==> src/rtl/mem_arb_pkg.sv <==
`default_nettype none
// ============================================================================
//  Module   : mem_arb_pkg
//  Purpose  : Shared types and constants for the line memory arbiter.
//  Revision : 1.0
// ============================================================================
package mem_arb_pkg;

    typedef enum logic [1:0] {
        IDLE    = 2'd0,
        BUSY    = 2'd1,
        RELEASE = 2'd2
    } arb_state_t;

    localparam logic PORT_I = 1'b0;
    localparam logic PORT_D = 1'b1;

    function automatic int line_w(input int line_addr_len);
        return 32 << line_addr_len;
    endfunction

endpackage
`default_nettype wire

==> src/rtl/rr_arb2.sv <==
`default_nettype none
// ============================================================================
//  Module   : rr_arb2
//  Purpose  : Combinational two-requester round-robin chooser.
//  Revision : 1.0
// ============================================================================
module rr_arb2 (
    input  logic [1:0] req,
    input  logic       last_owner,
    output logic       valid,
    output logic       winner
);

    always_comb begin
        valid  = |req;
        winner = 1'b0;
        case (req)
            2'b10:   winner = 1'b1;
            2'b11:   winner = ~last_owner;
            default: winner = 1'b0;
        endcase
    end

endmodule
`default_nettype wire

==> src/rtl/line_mem_arbiter.sv <==
`default_nettype none
// ============================================================================
//  Module   : line_mem_arbiter
//  Purpose  : Round-robin sharing of one line-granular main memory between
//             the instruction cache (port 0) and data cache (port 1).
//  Revision : 1.0
// ============================================================================
module line_mem_arbiter
    import mem_arb_pkg::*;
#(
    parameter  int LINE_ADDR_LEN = 3,
    parameter  int MEM_ADDR_LEN  = 10,
    localparam int LINE_W        = line_w(LINE_ADDR_LEN)
) (
    input  logic                    clk,
    input  logic                    rst,
    input  logic                    p0_rd_req,
    input  logic                    p0_wr_req,
    input  logic [MEM_ADDR_LEN-1:0] p0_addr,
    input  logic [LINE_W-1:0]       p0_wr_line,
    output logic [LINE_W-1:0]       p0_rd_line,
    output logic                    p0_gnt,
    input  logic                    p1_rd_req,
    input  logic                    p1_wr_req,
    input  logic [MEM_ADDR_LEN-1:0] p1_addr,
    input  logic [LINE_W-1:0]       p1_wr_line,
    output logic [LINE_W-1:0]       p1_rd_line,
    output logic                    p1_gnt,
    output logic                    mem_rd_req,
    output logic                    mem_wr_req,
    output logic [MEM_ADDR_LEN-1:0] mem_addr,
    output logic [LINE_W-1:0]       mem_wr_line,
    input  logic [LINE_W-1:0]       mem_rd_line,
    input  logic                    mem_gnt
);

    arb_state_t              r_state;
    logic                    r_last_owner;
    logic                    r_owner;
    logic                    r_mem_rd_req;
    logic                    r_mem_wr_req;
    logic [MEM_ADDR_LEN-1:0] r_mem_addr;
    logic [LINE_W-1:0]       r_mem_wr_line;
    logic [LINE_W-1:0]       r_p0_rd_line;
    logic [LINE_W-1:0]       r_p1_rd_line;
    logic                    r_p0_gnt;
    logic                    r_p1_gnt;

    logic [1:0]              w_req;
    logic                    w_valid;
    logic                    w_winner;
    logic                    w_op_wr;
    logic [MEM_ADDR_LEN-1:0] w_addr;
    logic [LINE_W-1:0]       w_wr_line;

    assign w_req = {p1_rd_req | p1_wr_req, p0_rd_req | p0_wr_req};

    rr_arb2 u_rr_arb2 (
        .req        (w_req),
        .last_owner (r_last_owner),
        .valid      (w_valid),
        .winner     (w_winner)
    );

    // A port raising both rd and wr gets its write first (write-back before fill).
    assign w_op_wr   = (w_winner == PORT_D) ? p1_wr_req  : p0_wr_req;
    assign w_addr    = (w_winner == PORT_D) ? p1_addr    : p0_addr;
    assign w_wr_line = (w_winner == PORT_D) ? p1_wr_line : p0_wr_line;

    always_ff @(posedge clk or posedge rst) begin
        if (rst) begin
            r_state       <= IDLE;
            r_last_owner  <= PORT_D;
            r_owner       <= PORT_I;
            r_mem_rd_req  <= 1'b0;
            r_mem_wr_req  <= 1'b0;
            r_mem_addr    <= '0;
            r_mem_wr_line <= '0;
            r_p0_rd_line  <= '0;
            r_p1_rd_line  <= '0;
            r_p0_gnt      <= 1'b0;
            r_p1_gnt      <= 1'b0;
        end else begin
            r_p0_gnt <= 1'b0;
            r_p1_gnt <= 1'b0;
            case (r_state)
                IDLE: begin
                    if (w_valid) begin
                        r_owner       <= w_winner;
                        r_mem_rd_req  <= ~w_op_wr;
                        r_mem_wr_req  <= w_op_wr;
                        r_mem_addr    <= w_addr;
                        r_mem_wr_line <= w_op_wr ? w_wr_line : '0;
                        r_state       <= BUSY;
                    end
                end
                BUSY: begin
                    if (mem_gnt) begin
                        r_last_owner  <= r_owner;
                        r_mem_rd_req  <= 1'b0;
                        r_mem_wr_req  <= 1'b0;
                        r_mem_addr    <= '0;
                        r_mem_wr_line <= '0;
                        // r_mem_wr_req still holds the latched op here.
                        if (!r_mem_wr_req) begin
                            if (r_owner == PORT_D) r_p1_rd_line <= mem_rd_line;
                            else                   r_p0_rd_line <= mem_rd_line;
                        end
                        if (r_owner == PORT_D) r_p1_gnt <= 1'b1;
                        else                   r_p0_gnt <= 1'b1;
                        r_state <= RELEASE;
                    end
                end
                RELEASE: r_state <= IDLE;
                default: r_state <= IDLE;
            endcase
        end
    end

    assign mem_rd_req  = r_mem_rd_req;
    assign mem_wr_req  = r_mem_wr_req;
    assign mem_addr    = r_mem_addr;
    assign mem_wr_line = r_mem_wr_line;
    assign p0_rd_line  = r_p0_rd_line;
    assign p1_rd_line  = r_p1_rd_line;
    assign p0_gnt      = r_p0_gnt;
    assign p1_gnt      = r_p1_gnt;

endmodule
`default_nettype wire

==> config.mk <==
export PLATFORM = sky130hd
export DESIGN_NAME = line_mem_arbiter
export DESIGN_NICKNAME = d
export VERILOG_FILES = /design/src/rtl/mem_arb_pkg.sv /design/src/rtl/rr_arb2.sv /design/src/rtl/line_mem_arbiter.sv
export SDC_FILE = /design/constraint.sdc
export NUM_CORES = 1
export LEC_CHECK = 0
export BUFFER_PORTS_ARGS = -buffer_cell sky130_fd_sc_hd__buf_2
export CORE_AREA = 2 2 622 624
export CTS_BUF_LIST = sky130_fd_sc_hd__clkbuf_16
export DETAILED_ROUTE_END_ITERATION = 10
export DIE_AREA = 0 0 624 626
export HOLD_SLACK_MARGIN = 0.08
export PLACE_DENSITY = 0.3
export SLEW_MARGIN = 20
export SYNTH_ARGS = -nofsm -noshare
export SYNTH_HDL_FRONTEND = slang
export SYNTH_SLANG_ARGS = --single-unit
==> constraint.sdc <==
create_clock -name clk -period 25.4 [get_ports clk]
set_input_delay 5.08 -clock clk [delete_from_list [all_inputs] [get_ports clk]]
set_output_delay 5.08 -clock clk [all_outputs]
set_load 0.005 [all_outputs]
==> flow_summary_export.csv <==
group,metric,value,unit
critical_path,timing_worst_setup_path_type,"primary input to flop",
critical_path,setup.worst_path.start_class,"primary input",
synth,synth_simple_gate_area_frac,0.0344,
final_layout,multi_input_gate_area,11700,um2
timing,worst_pin_slew,1.17,ns
global_routing,first_global_vias,27200,
clock_network,cts_max_path_buffers,4,
synth,synthesis.area,32600,um2
synth,synthesis.nets,3065,
synth,synth_top_family_by_area,"multiplexers",
clock_network,tritoncts,"yes",
synth,synth_sequential_area_ratio,0.603,
synth,area_share_of_the_largest_cell_type_after_synthesis,0.602,
global_routing,wire_length_of_the_first_global_routing_pass,301,mm
critical_path,required,26.07,ns
synth,compound_gate_fraction_of_synth_area,0.0651,
critical_path,reg2reg_slack,19.61,ns
synth,synthMuxAreaShare,0.258,
final_layout,area_growth,52.1,%
synth,synth_enable_flop_cells,0,
synth,synth_xor_xnor_area_share,0,
worst_hold_path,hold_start,"mem_wr_line[98]$_DFFE_PP0P_",
detailed_routing,drt_iter0_drc,1186,
timing,slew_viol_final,0,
timing,timing.final.hold_violations,0,
clock_network,cts_resized,0,
clock_network,path_clk_slew,0.06,ns
synth,synthTopCellsByArea,"sky130_fd_sc_hd__dfrtp_1 60%, sky130_fd_sc_hd__mux2_2 17%, sky130_fd_sc_hd__mux2i_1 8.2%",
synth,yosys.area.top_type,"sky130_fd_sc_hd__dfrtp_1",
final_layout,count_of_fill_cells_added_during_filler_insertion,43700,
timing,rsz0062_at_grt,"false",
global_routing,globalRouteOverflowTotal,0,
timing,worst_case_clock_skew,0.0409,ns
placed_design,place.port_buffers,1576,
clock_network,postCtsSetupRepairBufs,0,
floorplanning,core-area,384000,um2
timing,final-setup-viol-count,0,
placed_design,hpwlAfterDp,202,mm
detailed_routing,detail_route.vias_per_cell,2.92,
detailed_routing,drt_drc,0,
worst_hold_path,holdPathStages,2,
synth,synthCells,2270,
clock_network,cts.hold.buffers_added,0,
worst_hold_path,worst_hold_path_type,"flop to flop",
power,leakagePower,22.9,nW
clock_network,cts-buffers-inserted,112,
floorplanning,placement_rows,228,
final_layout,post_route_cells_drive_above_1_share,0.627,
placed_design,post-place-ws,14.81,ns
clock_network,ctsRootBufferMaster,"sky130_fd_sc_hd__clkbuf_16",
final_layout,net_total_in_the_final_layout,4647,
synth,yosys_register_bits,786,
synth,yosys.cell_types.count,30,
detailed_routing,route.detailed.wl_per_inst,26.3,um
global_routing,grt_antenna_before_repair,214,
floorplanning,floorplan.die.height,626,um
critical_path,worst-r2r-cell-count,11,
timing,final_period_minus_worst_setup_slack,9.68,ns
critical_path,crit_arrival,10.34,ns
worst_hold_path,timing.hold.worst_endpoint,"mem_wr_line[98]$_DFFE_PP0P_",
synth,synth-main-ff-cell,"sky130_fd_sc_hd__dfrtp_1",
placed_design,place_congestion,0.977,
clock_network,cts-htree-levels,3,
detailed_routing,wirelength,237,mm
power,worst_ir_drop_vdd,0.0767,mV
final_layout,final_common_cell,"sky130_fd_sc_hd__buf_2",
global_routing,grtUsageTotal,0.117,
timing,final.period_utilization,0.381,
detailed_routing,antenna_violating_nets_post_route,0,
clock_network,cts_sinks,786,
detailed_routing,via_count,26300,
floorplanning,dieArea,391000,um2
synth,async_reset_ff_frac,1.00,
critical_path,crit_path_end_kind,"flop",
critical_path,timing.rr.start,"r_state[1]$_DFFE_PP0P_",
synth,syn-mean-instance-area,14.4,um2
floorplanning,die_w,624,um
timing,setup_tns,0,ns
run_status,outcome,"completed",
global_routing,largest_net_degree_at_the_start_of_global_routing,144,
final_layout,sequential_cell_area,19700,um2
critical_path,r2r-end,"p1_rd_line[182]$_DFFE_PP0P_",
placed_design,placement.cell_area,46000,um2
critical_path,highest_net_fanout_along_the_worst_path,66,
detailed_routing,first_pass_iters,4,
job,timing.max_cap.violations,0,
power,finalPower,0.00600,W
final_layout,finalInstanceArea,49600,um2
floorplanning,initial_core_util,0.0849,
clock_network,clock_latency,0.82,ns
timing,relSlewSlack,0.220,
timing,worst_hold_margin,0.468,ns
timing,fmax,103,MHz
final_layout,most-common-layout-cells,"1576 x sky130_fd_sc_hd__buf_2, 785 x sky130_fd_sc_hd__dfrtp_1, 487 x sky130_fd_sc_hd__mux2_2",
timing,worst_slack,15.72,ns
floorplanning,floorplan.io_pins,1577,
synth,ys_warn_count,0,
power,power_density,121,nW/um2
synth,synth_fa_ha_area_frac,0,
[routing by layer]
metal	track usage	vias up	part of all wire
met1	0.127	13300	0.36
li1	-	11200	-
met4	0.0256	76	0.029
met2	0.216	1240	0.52
met3	0.0412	532	0.085
met5	0	-	0.0020
[per-stage QoR]
step | std cells | util
after global routing | 9016 | 0.129
after detailed placement | 8798 | 0.120
after global placement | 8796 | 0.120
final | 9031 | 0.129
after floorplan | 2270 | -
after CTS | 8999 | 0.129
[how the worst max path moves through the flow]
stage,to,cells after the start,slack [ns],start
after CTS,p1_rd_line[182]$_DFFE_PP0P_,12,15.70,mem_gnt
after detailed placement,p1_rd_line[182]$_DFFE_PP0P_,12,14.81,mem_gnt
after global placement,p1_rd_line[171]$_DFFE_PP0P_,12,14.81,mem_gnt
after floorplan,mem_addr[0]$_DFFE_PP0P_,1,9.54,rst
final,p1_rd_line[182]$_DFFE_PP0P_,12,15.72,mem_gnt
after global routing,p1_rd_line[184]$_DFFE_PP0P_,12,15.42,mem_gnt
[where the power goes]
group          internal, W  total (W)  switching (W)  leakage (nW)
Sequential         0.00182    0.00213       0.000311          9.73
Clock             0.000896    0.00155       0.000657          1.82
Combinational      0.00101    0.00232        0.00131          11.3
Total              0.00372    0.00600        0.00228          22.9
[layout make-up]
type	instances	area share
clock buffers	113	0.0570
multi-input cells	1335	0.236
clock inverters	88	0.0142
repair buffers	1614	0.167
well taps	5060	0.128
diodes	32	0.00161
inverters	3	0.000303
flip-flops and latches	786	0.397
[cells by family (layout without fill, tap and decap cells)]
group | after synthesis | count (layout)
AND/OR/NAND/NOR | 284 | 284
flip-flops | 786 | 786
multiplexers | 778 | 778
other | 0 | 32
buffers and inverters | 149 | 1818
AO/OA/AOI/OAI | 273 | 273
[critical path: stages]
cell and delay [ns]:
sky130_fd_sc_hd__buf_2 0.11, sky130_fd_sc_hd__nand3b_4 0.22, sky130_fd_sc_hd__inv_2 0.17, sky130_fd_sc_hd__nand2_1 0.13, sky130_fd_sc_hd__nor2_4 0.12, sky130_fd_sc_hd__buf_4 0.74, sky130_fd_sc_hd__buf_4 0.49, sky130_fd_sc_hd__buf_4 0.68
sky130_fd_sc_hd__buf_4 0.53, sky130_fd_sc_hd__buf_4 0.66, sky130_fd_sc_hd__buf_4 0.62, sky130_fd_sc_hd__mux2_2 0.41
[synthesized netlist by cell type (2+ instances only)]
master                     count
sky130_fd_sc_hd__dfrtp_1     785
sky130_fd_sc_hd__buf_12       22
sky130_fd_sc_hd__clkbuf_1      9
sky130_fd_sc_hd__mux2_2      487
sky130_fd_sc_hd__mux2i_1     266
sky130_fd_sc_hd__o21ai_1      29
sky130_fd_sc_hd__o21ai_0      41
sky130_fd_sc_hd__buf_6        16
sky130_fd_sc_hd__clkbuf_2      2
sky130_fd_sc_hd__nand2_1     264
sky130_fd_sc_hd__o21ai_2     200
sky130_fd_sc_hd__mux2_1       25
sky130_fd_sc_hd__nand3_1      10
sky130_fd_sc_hd__buf_2        55
sky130_fd_sc_hd__inv_1         2
sky130_fd_sc_hd__nor2_1        2
sky130_fd_sc_hd__buf_4        42
[registers in the layout, summed over array words and instances, names as in the netlist]
name / count
mem_addr: 10
mem_rd_req: 1
mem_wr_line: 256
mem_wr_req: 1
p0_gnt: 1
p0_rd_line: 256
p1_gnt: 1
p1_rd_line: 256
r_last_owner: 1
r_owner: 1
r_state: 2
Note: power is estimated with default switching activity, not from simulation.
